## config.mk

```make
export PLATFORM = sky130hd
export DESIGN_NAME = if_fetch
export DESIGN_NICKNAME = d
export VERILOG_FILES = /design/src/rtl/if_fetch_pkg.sv /design/src/rtl/if_fetch_icache_dm.sv /design/src/rtl/if_fetch.sv
export SDC_FILE = /design/constraint.sdc
export NUM_CORES = 1
export LEC_CHECK = 0
export CORE_AREA = 5 5 313 315
export DETAILED_ROUTE_END_ITERATION = 6
export DIE_AREA = 0 0 318 320
export SETUP_SLACK_MARGIN = 0.4
export SLEW_MARGIN = 10
export SYNTH_ARGS = -nofsm -noshare
export SYNTH_HDL_FRONTEND = slang
export SYNTH_SLANG_ARGS = --single-unit
```

## constraint.sdc

```tcl
create_clock -name clk_in -period 6.6 [get_ports clk_in]
set_input_delay 1.32 -clock clk_in [delete_from_list [all_inputs] [get_ports clk_in]]
set_output_delay 1.32 -clock clk_in [all_outputs]
set_load 0.05 [all_outputs]
```

## src/rtl/if_fetch_pkg.sv

```systemverilog
// rtl/if_fetch_pkg.sv - shared widths, state encoding and reset default for the fetch unit
package if_fetch_pkg;

  localparam int INST_SIZE = 32;
  localparam int REG_SIZE  = 32;

  localparam logic [REG_SIZE-1:0] DEFAULT_RESET_PC = 32'h0000_0000;

  typedef enum logic [1:0] {
    ST_FETCH = 2'd0,
    ST_MISS  = 2'd1,
    ST_DRAIN = 2'd2
  } fetch_state_t;

  function automatic logic [REG_SIZE-1:0] word_align(input logic [REG_SIZE-1:0] a);
    return {a[REG_SIZE-1:2], 2'b00};
  endfunction

endpackage

```

## src/rtl/if_fetch_icache_dm.sv

```systemverilog
// rtl/if_fetch_icache_dm.sv - one-word-per-line direct-mapped instruction cache
// Combinational read/hit at the fetch pointer, single registered fill port.
module icache_dm
  import if_fetch_pkg::*;
#(
  parameter int CACHE_LINES = 16
) (
  input  logic                  i_clk,
  input  logic                  i_rst_n,
  input  logic [REG_SIZE-1:2]   i_rd_addr,
  output logic                  o_rd_hit,
  output logic [INST_SIZE-1:0]  o_rd_data,
  input  logic                  i_wr_en,
  input  logic [REG_SIZE-1:2]   i_wr_addr,
  input  logic [INST_SIZE-1:0]  i_wr_data
);

  localparam int IDX_W = (CACHE_LINES > 1) ? $clog2(CACHE_LINES) : 1;
  localparam int TAG_W = REG_SIZE - 2 - IDX_W;

  logic [CACHE_LINES-1:0] r_valid;
  logic [TAG_W-1:0]       r_tag  [CACHE_LINES];
  logic [INST_SIZE-1:0]   r_data [CACHE_LINES];

  logic [IDX_W-1:0] w_rd_idx;
  logic [IDX_W-1:0] w_wr_idx;
  logic [TAG_W-1:0] w_rd_tag;
  logic [TAG_W-1:0] w_wr_tag;

  assign w_rd_idx = i_rd_addr[2 +: IDX_W];
  assign w_rd_tag = i_rd_addr[REG_SIZE-1 -: TAG_W];
  assign w_wr_idx = i_wr_addr[2 +: IDX_W];
  assign w_wr_tag = i_wr_addr[REG_SIZE-1 -: TAG_W];

  // Only the valid bits need reset; tag/data are qualified by them.
  always_ff @(posedge i_clk or negedge i_rst_n) begin
    if (!i_rst_n) begin
      r_valid <= '0;
    end else if (i_wr_en) begin
      r_valid[w_wr_idx] <= 1'b1;
    end
  end

  always_ff @(posedge i_clk) begin
    if (i_wr_en) begin
      r_tag[w_wr_idx]  <= w_wr_tag;
      r_data[w_wr_idx] <= i_wr_data;
    end
  end

  assign o_rd_hit  = r_valid[w_rd_idx] && (r_tag[w_rd_idx] == w_rd_tag);
  assign o_rd_data = r_data[w_rd_idx];

endmodule

```

## src/rtl/if_fetch.sv

```systemverilog
// rtl/if_fetch.sv - instruction fetch stage: icache lookup, miss fill, redirect handling
// Pushes one instruction per cycle on hits; a miss holds a single memory request until done.
module if_fetch
  import if_fetch_pkg::*;
#(
  parameter logic [REG_SIZE-1:0] RESET_PC    = DEFAULT_RESET_PC,
  parameter int                  CACHE_LINES = 16
) (
  input  logic                  clk_in,
  input  logic                  rst_n_in,
  input  logic                  rdy_in,
  input  logic                  clear,
  input  logic [REG_SIZE-1:0]   target_pc,
  input  logic                  iq_wr_en,
  output logic                  inst_status,
  output logic [INST_SIZE-1:0]  inst,
  output logic [REG_SIZE-1:0]   pc,
  output logic                  mem_req,
  output logic [REG_SIZE-1:0]   mem_addr,
  input  logic                  mem_done,
  input  logic [INST_SIZE-1:0]  mem_data
);

  fetch_state_t          r_state;
  fetch_state_t          w_state_nxt;
  logic [REG_SIZE-1:0]   r_fpc;
  logic [REG_SIZE-1:0]   w_fpc_nxt;
  logic                  r_inst_status;
  logic                  w_inst_status_nxt;
  logic [INST_SIZE-1:0]  r_inst;
  logic [INST_SIZE-1:0]  w_inst_nxt;
  logic [REG_SIZE-1:0]   r_pc;
  logic [REG_SIZE-1:0]   w_pc_nxt;
  logic                  r_mem_req;
  logic                  w_mem_req_nxt;
  logic [REG_SIZE-1:0]   r_mem_addr;
  logic [REG_SIZE-1:0]   w_mem_addr_nxt;

  logic                  w_hit;
  logic [INST_SIZE-1:0]  w_line_data;
  logic                  w_fill;
  logic [REG_SIZE-1:0]   w_target;

  assign w_target = word_align(target_pc);

  icache_dm #(
    .CACHE_LINES (CACHE_LINES)
  ) u_icache (
    .i_clk     (clk_in),
    .i_rst_n   (rst_n_in),
    .i_rd_addr (r_fpc[REG_SIZE-1:2]),
    .o_rd_hit  (w_hit),
    .o_rd_data (w_line_data),
    .i_wr_en   (w_fill && rdy_in),
    .i_wr_addr (r_mem_addr[REG_SIZE-1:2]),
    .i_wr_data (mem_data)
  );

  always_comb begin
    w_state_nxt       = r_state;
    w_fpc_nxt         = r_fpc;
    w_inst_status_nxt = 1'b0;
    w_inst_nxt        = r_inst;
    w_pc_nxt          = r_pc;
    w_mem_req_nxt     = r_mem_req;
    w_mem_addr_nxt    = r_mem_addr;
    w_fill            = 1'b0;

    unique case (r_state)
      ST_FETCH: begin
        // A redirect wins over any hit or miss seen at the old pointer.
        if (clear) begin
          w_fpc_nxt = w_target;
        end else if (iq_wr_en) begin
          if (w_hit) begin
            w_inst_status_nxt = 1'b1;
            w_inst_nxt        = w_line_data;
            w_pc_nxt          = r_fpc;
            w_fpc_nxt         = r_fpc + 32'd4;
          end else begin
            w_mem_req_nxt  = 1'b1;
            w_mem_addr_nxt = r_fpc;
            w_state_nxt    = ST_MISS;
          end
        end
      end
      ST_MISS, ST_DRAIN: begin
        // The fill address is the request address, so the returned word is
        // always cached even when a redirect made it useless for this pass.
        if (mem_done) begin
          w_fill        = 1'b1;
          w_mem_req_nxt = 1'b0;
          w_state_nxt   = ST_FETCH;
        end else if (clear) begin
          w_state_nxt = ST_DRAIN;
        end
        if (clear) begin
          w_fpc_nxt = w_target;
        end
      end
      default: begin
        w_state_nxt = ST_FETCH;
      end
    endcase
  end

  always_ff @(posedge clk_in or negedge rst_n_in) begin
    if (!rst_n_in) begin
      r_state       <= ST_FETCH;
      r_fpc         <= word_align(RESET_PC);
      r_inst_status <= 1'b0;
      r_inst        <= '0;
      r_pc          <= '0;
      r_mem_req     <= 1'b0;
      r_mem_addr    <= '0;
    end else if (rdy_in) begin
      r_state       <= w_state_nxt;
      r_fpc         <= w_fpc_nxt;
      r_inst_status <= w_inst_status_nxt;
      r_inst        <= w_inst_nxt;
      r_pc          <= w_pc_nxt;
      r_mem_req     <= w_mem_req_nxt;
      r_mem_addr    <= w_mem_addr_nxt;
    end
  end

  assign inst_status = r_inst_status;
  assign inst        = r_inst;
  assign pc          = r_pc;
  assign mem_req     = r_mem_req;
  assign mem_addr    = r_mem_addr;

endmodule

```

==> metrics.md, run 1 <==
| Metric | Value |
|---|---|
| EDFF count, synth | 928 |
| WS Path Type | flop to flop |
| Hold Path Class | flop to flop |
| Synthesized area | 42200 um^2 |
| Clock transition at the registers of the reported paths | 0.06 ns |
| Worst-Margin Slew | 1.17 ns |
| Drt wl/cell | 28.8 um |
| Util after Layout | 52.0% |
| Post-CTS sizing | 0 |
| DIE WIDTH | 318 um |
| Synth unique cells | 64 |
| Reg2reg path depth | 11 |
| Critical Path Fanout Max | 32 |
| Post-Route Setup TNS | 0 ns |
| Num CTS Buffers | 110 |
| Drt pass-1 iters | 6 |
| Final GP Congestion | 0.832 |
| Hold Path Depth | 1 |
| Cell taking the most area after synthesis | edfxtp_1 |
| Critical Path RT | 7.20 ns |
| Core area | 94600 um^2 |
| Hold buffers post-CTS | 0 |
| Die area | 102000 um^2 |
| Peak VDD IR | 0.310 mV |
| Post-synth top area share | 66.0% |
| Clk_skew | 0.0374 ns |
| First-iteration detailed-routing DRC count | 2110 |
| Pins Over Slew Limit | 0 |
| Status | finished, final reports clean |
| Post-synthesis sequential area ratio | 74.5% |
| Initial antenna violation count | 7 |
| Worst Setup End Kind | flop |
| CTS tree | yes |
| Synth area leaders | edfxtp_1, mux4_2, dfrtp_1 |
| WP data arrival | 6.05 ns |
| GRT Util Overall | 20.5% |
| Total number of yosys warnings | 0 |
| Drc violations | 0 |
| Final hold violations | 0 |
| Async set-reset flop share out of synthesis | 13.3% |
| Top_reg_cell synth | edfxtp_1 |
| Via Count | 21697 |
| Fin nets | 2392 |
| CTS sink cnt | 1070 |
| DIE HEIGHT | 320 um |
| Post-CTS repair timing setup buffer count | 0 |
| Initial Util | 44.6% |
| First-pass GRT wire length | 154000 um |
| Rel. slew slack | 21.7% |
| Commonest cells in the netlist | edfxtp_1, mux4_2, dfrtp_1 |
| Routed Antenna Nets | 0 |
| Minimum clock period | 5.44 ns |
| Vias per cell | 5.89 |
| Mapped Cells | 2117 |
| Fin crit share | 82.5% |
| FMAX | 184 MHz |
| #FFs+latches synth | 1070 |
| GR Overflow Total | 0 |
| WL final | 106000 um |
| RSZ-0062 raised after global routing | no |
| Most common cell in the synthesized netlist | edfxtp_1 |
| Syn avg cell area | 19.9 um^2 |
| I/O pin count | 168 |
| Pwr Density | 424 nW/um^2 |
| H-tree levels | 3 |
| Vias in the first global route | 22444 |
| CP startpoint kind | flop |
| Total of max-cap violations | 0 |
| Root Driver | clkbuf_16 |
| Clk buf depth | 3 |
| Final HPWL DP | 58400 um |
| Layout area overhead | 16.6% |
| # rows | 113 |
| Port Buffers | 161 |
| Setup Viol. Count Final | 0 |
| Pleak | 16.4 nW |
| Worst skew pair latency | 0.68 ns |
| Largest net degree at the start of global routing | 90 |
| Share of cells above drive strength 1 | 23.8% |
power by group:
| part | total [mW] | internal [mW] | switching, mW |
|---|---|---|---|
| Sequential | 9.06 | 8.15 | 0.908 |
| Clock | 6.10 | 3.57 | 2.53 |
| Combinational | 5.72 | 2.54 | 3.18 |
sequential cells by signal (all words and copies together) (netlist names):
| name | cells |
|---|---|
| inst_status | 1 |
| r_fpc | 30 |
| u_icache.r_data | 512 |
| mem_addr | 30 |
| r_state | 2 |
| u_icache.r_tag | 416 |
| mem_req | 1 |
| u_icache.r_valid | 16 |
| pc | 30 |
| inst | 32 |
kinds of logic (layout without fill, tap and decap cells):
logic type / after synthesis / after routing / synth area share [%]
other: 1 / 8 / 0.00889
DFF: 1070 / 1070 / 74.5
buffers and inverters: 156 / 448 / 1.56
xor gates and xnor gates: 16 / 16 / 0.332
and+or+nand+nor: 245 / 245 / 2.93
muxes: 426 / 426 / 17.2
adders and majority gates: 3 / 3 / 0.0890
AOI/OAI and AO/OA: 200 / 200 / 3.45
through the flow:
stage / hold slack (ns) / total power, mW / cell area [um^2] / worst slack, ns / cells
final: 0.465 / 20.9 / 49200 / 1.16 / 3681
after global routing: 0.488 / 21.8 / 49200 / 0.966 / 3679
after CTS: 0.467 / 21.1 / 49200 / 1.15 / 3677
after detailed placement: 0.453 / 15.0 / 45600 / 1.17 / 3472
after global placement: 0.445 / 14.9 / 45600 / 1.17 / 3472
after floorplan: 0.434 / 12.8 / 42200 / 0.419 / 2120
worst max-delay path, cell delays in order, from the launching register on:
cell and delay [ns]:
dfrtp_4 0.80, buf_4 0.46, nor2b_1 0.47, buf_4 0.30
a221o_1 0.22, nor3_1 0.07, or4_1 0.50, or4_1 0.66
o41a_1 0.75, buf_4 0.33, a2111oi_0 0.51, o22a_1 0.26
path summary, 6_finish.rpt:
kind	from	end	slack [ns]
worst max-delay path	r_fpc[3]	r_fpc[26]	1.16
worst min-delay path	u_icache.r_valid[9]	u_icache.r_valid[9]	0.46
worst max register to register	r_fpc[3]	r_fpc[26]	1.16
worst min register to register	u_icache.r_valid[9]	u_icache.r_valid[9]	0.46
max in group asynchronous	rst_n_in	r_fpc[3]	4.49
min in group asynchronous	rst_n_in	pc[18]	0.77
layout by cell type (no fill, tap or decap), types with 15 or more instances in the layout:
cell	instances
clkdlybuf4s50_1	160
or2_2	22
clkbuf_16	114
clkbuf_1	31
mux2i_1	69
dfrtp_1	138
a2111oi_0	24
a21oi_1	25
nand3_1	19
mux4_2	225
inv_1	23
nand2_1	53
a22oi_1	30
mux2_2	81
buf_12	15
mux2_1	51
nor3_1	21
o22ai_1	29
buf_4	43
o21ai_0	19
edfxtp_1	928
clkinv_2	20
nor2_1	37
per-layer routing:
layer  part of all wire (%)  wire [um]  global-route usage, %
met3                    6.3       6710                   3.95
met2                     50      53000                   34.6
met1                     41      42900                   27.5
met5                 0.0066          7                      0
met4                    3.1       3270                   6.27
layout make-up:
cell class	count	area, um^2
Tap cell	1265	1580
Timing Repair Buffer	219	2240
Fill cell	7429	45400
Clock inverter	49	484
Clock buffer	156	3120
Inverter	24	91.3
Multi-Input combinational cell	894	10300
Sequential cell	1070	31400
Antenna cell	4	10.0
No activity file was read; power rests on OpenSTA's default activity.
==> run 2: changes to the inputs <==
==> constraint.sdc (replaced) <==
create_clock -name clk_in -period 4.4 [get_ports clk_in]
set_input_delay 0.88 -clock clk_in [delete_from_list [all_inputs] [get_ports clk_in]]
set_output_delay 0.88 -clock clk_in [all_outputs]
set_load 0.05 [all_outputs]
==> run 2 against run 1 <==
Largest cell class unchanged. Maximum frequency rose by 24%. Power rose by 57%. Final cell count rose by 3.2%. Design area rose by 3.8%. Die area did not move. Hold slack got worse by 0.30 ns. Utilization rose by 2.0 points. Highest routed layer unchanged.
==> metrics.md, run 2 (synthesis gave the netlist of run 1 again) <==
| Metric | Value |
|---|---|
| Largest stage delay, worst path | 0.59 ns (was 0.80 ns) |
| Pre-CTS WS | -0.470 ns (was 1.17 ns) |
| Util after Layout | 54.0% (was 52.0%) |
| I/O pin count | 168 (unchanged) |
| CTS tree | yes (unchanged) |
| Sequential Power Share | 40.9% (was 43.4%) |
| Status | finished, final reports clean (unchanged) |
| Most frequent cells in the layout | edfxtp_1, mux4_2, clkdlybuf4s50_1 (unchanged) |
| Pwr Density | 640 nW/um^2 (was 424 nW/um^2) |
| # rows | 113 (unchanged) |
| DR WL met3 | 7040 um (was 6710 um) |
| GR Overflow Total | 0 (unchanged) |
| Share of cells above drive strength 1 | 30.2% (was 23.8%) |
| WL final | 110000 um (was 106000 um) |
| Worst skew pair latency | 0.70 ns (was 0.68 ns) |
| WS Path Type | flop to flop (unchanged) |
| Vias per cell | 5.82 (was 5.89) |
| Fin crit share | 99.9% (was 82.5%) |
| Fin nets | 2507 (was 2392) |
| Most flops, register | u_icache.r_data (unchanged) |
| WL met1 | 45600 um (was 42900 um) |
| Initial antenna violation count | 5 (was 7) |
| Setup Viol. Count Final | 0 (unchanged) |
| Design Area, Final | 51100 um^2 (was 49200 um^2) |
| Hold Path Class | primary input to asynchronous set/reset pin (was flop to flop) |
| Reg2reg path depth | 11 (unchanged) |
| Internal Power | 22.3 mW (was 14.3 mW) |
| Slowest CP cell | or4_4 (was dfrtp_4) |
| FMAX | 227 MHz (was 184 MHz) |
| Num CTS Buffers | 109 (was 110) |
| Vias in the first global route | 22930 (was 22444) |
| Largest net degree at the start of global routing | 77 (was 90) |
| Critical Path RT | 4.92 ns (was 7.20 ns) |
| CP startpoint kind | flop (unchanged) |
| Clock network power share | 28.5% (was 29.2%) |
| Crit path launch | r_fpc[2] (was r_fpc[3]) |
| H-tree levels | 3 (unchanged) |
| Power Total | 32.7 mW (was 20.9 mW) |
| Pleak | 17.5 nW (was 16.4 nW) |
| Port Buffers | 161 (unchanged) |
| Via Count | 22122 (was 21697) |
| Fraction of power spent switching nets | 31.8% (was 31.7%) |
| Final HPWL DP | 61800 um (was 58400 um) |
| DIE HEIGHT | 320 um (unchanged) |
| Root Driver | clkbuf_16 (unchanged) |
| Clk buf depth | 3 (unchanged) |
| FF-to-FF Start | r_fpc[2] (was r_fpc[3]) |
| Routed Antenna Nets | 0 (unchanged) |
| Final hold violations | 0 (unchanged) |
| Worst Setup End Kind | flop (unchanged) |
| Logic pwr share | 30.6% (was 27.4%) |
| Worst-Margin Slew | 1.43 ns (was 1.17 ns) |
| DIE WIDTH | 318 um (unchanged) |
| First-iteration detailed-routing DRC count | 2155 (was 2110) |
| Fin worst setup slack | 0.00381 ns (was 1.16 ns) |
| Core area | 94600 um^2 (unchanged) |
| CTS sink cnt | 1070 (unchanged) |
| Total of max-cap violations | 0 (unchanged) |
| Max reg flops | 512 (unchanged) |
| Die area | 102000 um^2 (unchanged) |
| Met2 Routed Length | 54800 um (was 53000 um) |
| Drt wl/cell | 29.1 um (was 28.8 um) |
| Minimum clock period | 4.40 ns (was 5.44 ns) |
| First-pass GRT wire length | 159000 um (was 154000 um) |
| Commonest non-fill, non-tap cell in the layout | edfxtp_1 (unchanged) |
| Placed inst area | 46500 um^2 (was 45600 um^2) |
| Layout area overhead | 21.0% (was 16.6%) |
| Critical Path Fanout Max | 11 (was 32) |
| Pins Over Slew Limit | 0 (unchanged) |
| Initial Util | 44.6% (unchanged) |
| Drt pass-1 iters | 6 (unchanged) |
| # fillers | 7214 (was 7429) |
| Top sig layer | met5 (unchanged) |
| Clk_skew | 0.0604 ns (was 0.0374 ns) |
| Clock transition at the registers of the reported paths | 0.06 ns (about the same) |
| Peak VDD IR | 0.407 mV (was 0.310 mV) |
| Final GP Congestion | 0.868 (was 0.832) |
| Drc violations | 0 (unchanged) |
| RSZ-0062 raised after global routing | yes (was no) |
| WP data arrival | 4.92 ns (was 6.05 ns) |
| Sw Pwr | 10.4 mW (was 6.62 mW) |
| GRT Util Overall | 21.2% (was 20.5%) |
| Rel. slew slack | 4.07% (was 21.7%) |
| CP cell instances | buf_12 > mux4_2 > mux4_2 > xnor2_1 > nand2_1 > or4bb_1 > or4_4 > or4_4 > nand2_8 > buf_12 > mux2_4 (was buf_4 > nor2b_1 > buf_4 > a221o_1 > nor3_1 > or4_1 > or4_1 > o41a_1 > buf_4 > a2111oi_0 > o22a_1) |
run 2: final cells by class:
| type | count | area (um^2) | area share, % |
|---|---|---|---|
| Inverter | 24 | 91.3 | 0.179 |
| Tap cell | 1265 | 1580 | 3.10 |
| Antenna cell | 4 | 10.0 | 0.0196 |
| Multi-Input combinational cell | 895 | 10700 | 20.9 |
| Timing Repair Buffer | 334 | 3600 | 7.05 |
| Clock buffer | 152 | 3040 | 5.95 |
| Sequential cell | 1070 | 31400 | 61.5 |
| Clock inverter | 56 | 629 | 1.23 |
run 2: worst paths after layout:
| kind | to | slack [ns] |
|---|---|---|
| setup / recovery | mem_addr[23] | 0.004 |
| hold / removal | mem_addr[17] | 0.17 |
| setup reg to reg | mem_addr[23] | 0.004 |
| hold reg to reg | u_icache.r_valid[13] | 0.47 |
| max in group asynchronous | mem_addr[18] | 3.28 |
| min in group clk_in | u_icache.r_valid[13] | 0.47 |
run 2: what timing repair did:
| item | CTS | global route |
|---|---|---|
| hold buffers | 0 | 0 |
| pin swaps | 7 | 7 |
| cloned | 7 | 7 |
| endpoints found under the hold margin | 0 | 0 |
| gates resized for setup | 59 | 69 |
| setup endpoints to repair | 126 | 126 |
| setup buffers | 9 | 0 |
run 2: metal layers:
| layer | vias to the layer above | track usage (%) |
|---|---|---|
| met1 | 11828 | 28.7 |
| met5 | - | 0 |
| met4 | 4 | 6.50 |
| met2 | 753 | 34.9 |
| met3 | 183 | 4.55 |
| li1 | 9354 | - |
run 2: through the flow:
step	hold WS, ns	setup TNS (ns)	cells
after floorplan	0.434	0	2120
after global placement	0.445	-34.10	3565
after detailed placement	0.450	-36.87	3565
after CTS	0.148	-0.662	3789
after global routing	0.164	-3.59	3796
final	0.165	0	3800
run 2: worst max-delay path, delay by kind of cell (launching register included):
family,cells,cell delay (ns)
mux,3,1.34
xor+xnor,1,0.16
flops,1,0.46
simple gates,5,1.94
buf+inv,2,0.33
run 2: power by group through the flow:
stage	registers [mW]	clock network, mW	logic [mW]
2_1_floorplan	13.4	0	5.84
3_3_place_gp	13.6	0	9.48
3_5_place_dp	13.6	0	9.55
4_1_cts	13.4	9.49	9.93
5_1_grt	13.5	9.94	10.6
6_report	13.4	9.31	10.0
==> run 3: changes to the inputs <==
--- a/config.mk
+++ b/config.mk
@@ -8,7 +8,9 @@
 export CORE_AREA = 5 5 313 315
 export DETAILED_ROUTE_END_ITERATION = 6
 export DIE_AREA = 0 0 318 320
+export RECOVER_POWER = 50
 export SETUP_SLACK_MARGIN = 0.4
+export SKIP_CTS_REPAIR_TIMING = 1
 export SLEW_MARGIN = 10
 export SYNTH_ARGS = -nofsm -noshare
 export SYNTH_HDL_FRONTEND = slang
==> run 3 against run 2 <==
The flow now finishes with violations (capacitance limit, slew limit, setup timing). Die area did not move. Clock skew rose by 0.0016 ns. Wire length fell by 2.3%. Power fell by 0.41%. Combinational power barely moved.
==> metrics.md, run 3 (synthesis gave the netlist of run 1 again) <==
| Metric | Value |
|---|---|
| Status | finished with violations (was finished, final reports clean) |
| Failing checks | capacitance limit, slew limit, setup timing |
| Fin nets | 2499 (was 2507) |
| DIE WIDTH | 318 um (unchanged) |
| Most frequent cells in the layout | edfxtp_1, mux4_2, dfrtp_1 (was edfxtp_1, mux4_2, clkdlybuf4s50_1) |
| CTS sink cnt | 1070 (unchanged) |
| Crit path launch | r_fpc[2] (unchanged) |
| GR Overflow Total | 0 (unchanged) |
| Commonest non-fill, non-tap cell in the layout | edfxtp_1 (unchanged) |
| Largest net degree at the start of global routing | 77 (unchanged) |
| Worst Setup End Kind | flop (unchanged) |
| Util after Layout | 53.5% (was 54.0%) |
| Root Driver | clkbuf_16 (unchanged) |
| Clock network power share | 28.6% (was 28.5%) |
| Largest stage delay, worst path | 0.58 ns (was 0.59 ns) |
| Critical Path RT | 4.94 ns (was 4.92 ns) |
| Logic pwr share | 30.3% (was 30.6%) |
| Rel. slew slack | -108% (was 4.07%) |
| Pins Over Slew Limit | 37 (was 0) |
| Pre-CTS WS | -0.470 ns (unchanged) |
| GRT Util Overall | 20.8% (was 21.2%) |
| Final HPWL DP | 61800 um (unchanged) |
| # rows | 113 (unchanged) |
| Total of max-cap violations | 1 (was 0) |
| Drt pass-1 iters | 6 (unchanged) |
| Hold Path Class | flop to flop (was primary input to asynchronous set/reset pin) |
| WS Path Type | flop to flop (unchanged) |
| DIE HEIGHT | 320 um (unchanged) |
| Vias per cell | 5.81 (was 5.82) |
| Minimum clock period | 4.45 ns (was 4.40 ns) |
| FMAX | 225 MHz (was 227 MHz) |
| Num CTS Buffers | 109 (unchanged) |
| Vias in the first global route | 22806 (was 22930) |
| Port Buffers | 161 (unchanged) |
| I/O pin count | 168 (unchanged) |
| CTS tree | yes (unchanged) |
| Peak VDD IR | 0.406 mV (was 0.407 mV) |
| Pwr Density | 644 nW/um^2 (was 640 nW/um^2) |
| CP startpoint kind | flop (unchanged) |
| Final hold violations | 0 (unchanged) |
| Post-Route Setup TNS | -0.503 ns (was 0 ns) |
| H-tree levels | 3 (unchanged) |
| Die area | 102000 um^2 (unchanged) |
| Design Area, Final | 50600 um^2 (was 51100 um^2) |
| Initial Util | 44.6% (unchanged) |
| RR Endpoint | r_fpc[4] (was mem_addr[23]) |
| Initial antenna violation count | 8 (was 5) |
| WL final | 108000 um (was 110000 um) |
| Internal Power | 22.3 mW (about the same) |
| Drt wl/cell | 28.5 um (was 29.1 um) |
| Clk buf depth | 3 (unchanged) |
| Via Count | 22039 (was 22122) |
| Clock transition at the registers of the reported paths | 0.06 ns (about the same) |
| Fin crit share | 101% (was 99.9%) |
| Slowest CP cell | or4bb_1 (was or4_4) |
| Clk_skew | 0.0620 ns (was 0.0604 ns) |
| Reg2reg path depth | 11 (unchanged) |
| Crit-path most repeated cell | mux4_2 |
| Sw Pwr | 10.3 mW (was 10.4 mW) |
| WP data arrival | 4.99 ns (was 4.92 ns) |
| Most flops, register | u_icache.r_data (unchanged) |
| First-iteration detailed-routing DRC count | 2134 (was 2155) |
| Fin worst setup slack | -0.0527 ns (was 0.00381 ns) |
| R2r setup slk | -0.05 ns (was 0.004 ns) |
| Worst skew pair latency | 0.70 ns (about the same) |
| Drc violations | 0 (unchanged) |
| Fraction of power spent switching nets | 31.6% (was 31.8%) |
| First-pass GRT wire length | 157000 um (was 159000 um) |
| Sequential Power Share | 41.1% (was 40.9%) |
| Placed inst area | 46500 um^2 (unchanged) |
| CP cell instances | buf_12 > mux4_2 > mux4_2 > xnor2_1 > nand2_1 > or4bb_1 > or4_4 > o41a_1 > buf_4 > a2111oi_1 > o22ai_1 (was buf_12 > mux4_2 > mux4_2 > xnor2_1 > nand2_1 > or4bb_1 > or4_4 > or4_4 > nand2_8 > buf_12 > mux2_4) |
| Core area | 94600 um^2 (unchanged) |
| RSZ-0062 raised after global routing | yes (unchanged) |
| FF-to-FF Start | r_fpc[2] (unchanged) |
| Pleak | 17.3 nW (was 17.5 nW) |
| Critical Path Fanout Max | 6 (was 11) |
| Share of cells above drive strength 1 | 28.0% (was 30.2%) |
| Final GP Congestion | 0.868 (unchanged) |
| Power Total | 32.6 mW (was 32.7 mW) |
| Layout area overhead | 19.8% (was 21.0%) |
| Routed Antenna Nets | 0 (unchanged) |
| Setup Viol. Count Final | 29 (was 0) |
| Worst setup path endpoint | r_fpc[4] (was mem_addr[23]) |
| Worst-Margin Slew | 3.12 ns (was 1.43 ns) |
| Max reg flops | 512 (unchanged) |
## run 3: cell count changes in the layout (fill, tap and decap cells not counted), moves of 2 or more
cell             before  now
a2111oi_2             9    3
clkdlybuf4s50_1     160  128
a2111oi_0            11   15
dlygate4sd3_1         0   32
buf_6                 5    2
a2111oi_1             4    6
mux2_4               70   28
buf_16               10    1
mux2_2               62   68
nor2_4               12   10
buf_4               123  127
mux2_1                0   36
nor2_1               38   40
## run 3: power groups by stage
| stage | sequential, mW | clock [mW] | combinational (mW) |
|---|---|---|---|
| 6_report | 13.4 | 9.30 | 9.88 |
| 5_1_grt | 13.5 | 9.94 | 10.5 |
| 4_1_cts | 13.4 | 9.49 | 9.57 |
| 3_5_place_dp | 13.6 | 0 | 9.55 |
| 3_3_place_gp | 13.6 | 0 | 9.48 |
| 2_1_floorplan | 13.4 | 0 | 5.84 |
## run 3: metal layers
metal / vias up / GRT usage, % / routed length (um)
met4: 2 / 6.63 / 3350
li1: 9321 / - / -
met5: - / 0 / 13
met3: 194 / 4.29 / 7090
met2: 785 / 34.2 / 53400
met1: 11737 / 28.4 / 44100
## run 3: final cells by class
cell class	count	area (um^2)
Tap cell	1265	1580
Multi-Input combinational cell	894	10400
Inverter	24	91.3
Timing Repair Buffer	327	3330
Fill cell	7280	44000
Clock inverter	56	629
Antenna cell	5	12.5
Sequential cell	1070	31400
Clock buffer	152	3040
## run 3: worst min-delay path by stage
stage                         start              endpoint  slack [ns]  cells after the start
6_report       u_icache.r_valid[13]  u_icache.r_valid[13]        0.47                      1
5_1_grt         u_icache.r_valid[7]   u_icache.r_valid[7]        0.48                      1
4_1_cts                    rst_n_in              inst[29]        0.15                      1
3_5_place_dp   u_icache.r_valid[13]  u_icache.r_valid[13]        0.45                      1
3_3_place_gp    u_icache.r_valid[6]   u_icache.r_valid[6]        0.45                      1
2_1_floorplan  u_icache.r_valid[14]  u_icache.r_valid[14]        0.43                      1
## run 3: critical path: cells and delay by family, from the launching register on
kind                   cells  cell delay [ns]
flip-flops                 1             0.51
XOR/XNOR                   1             0.16
AND/OR/NAND/NOR            3             1.21
multiplexers               2             1.03
buffers and inverters      2             0.34
AO/OA/AOI/OAI              3             1.05
## run 3: stage by stage
| step | hold slack (ns) | cells |
|---|---|---|
| after floorplan | 0.434 | 2120 |
| after global placement | 0.445 | 3565 |
| after detailed placement | 0.450 | 3565 |
| after CTS | 0.148 | 3773 |
| after global routing | 0.479 | 3788 |
| final | 0.467 | 3793 |
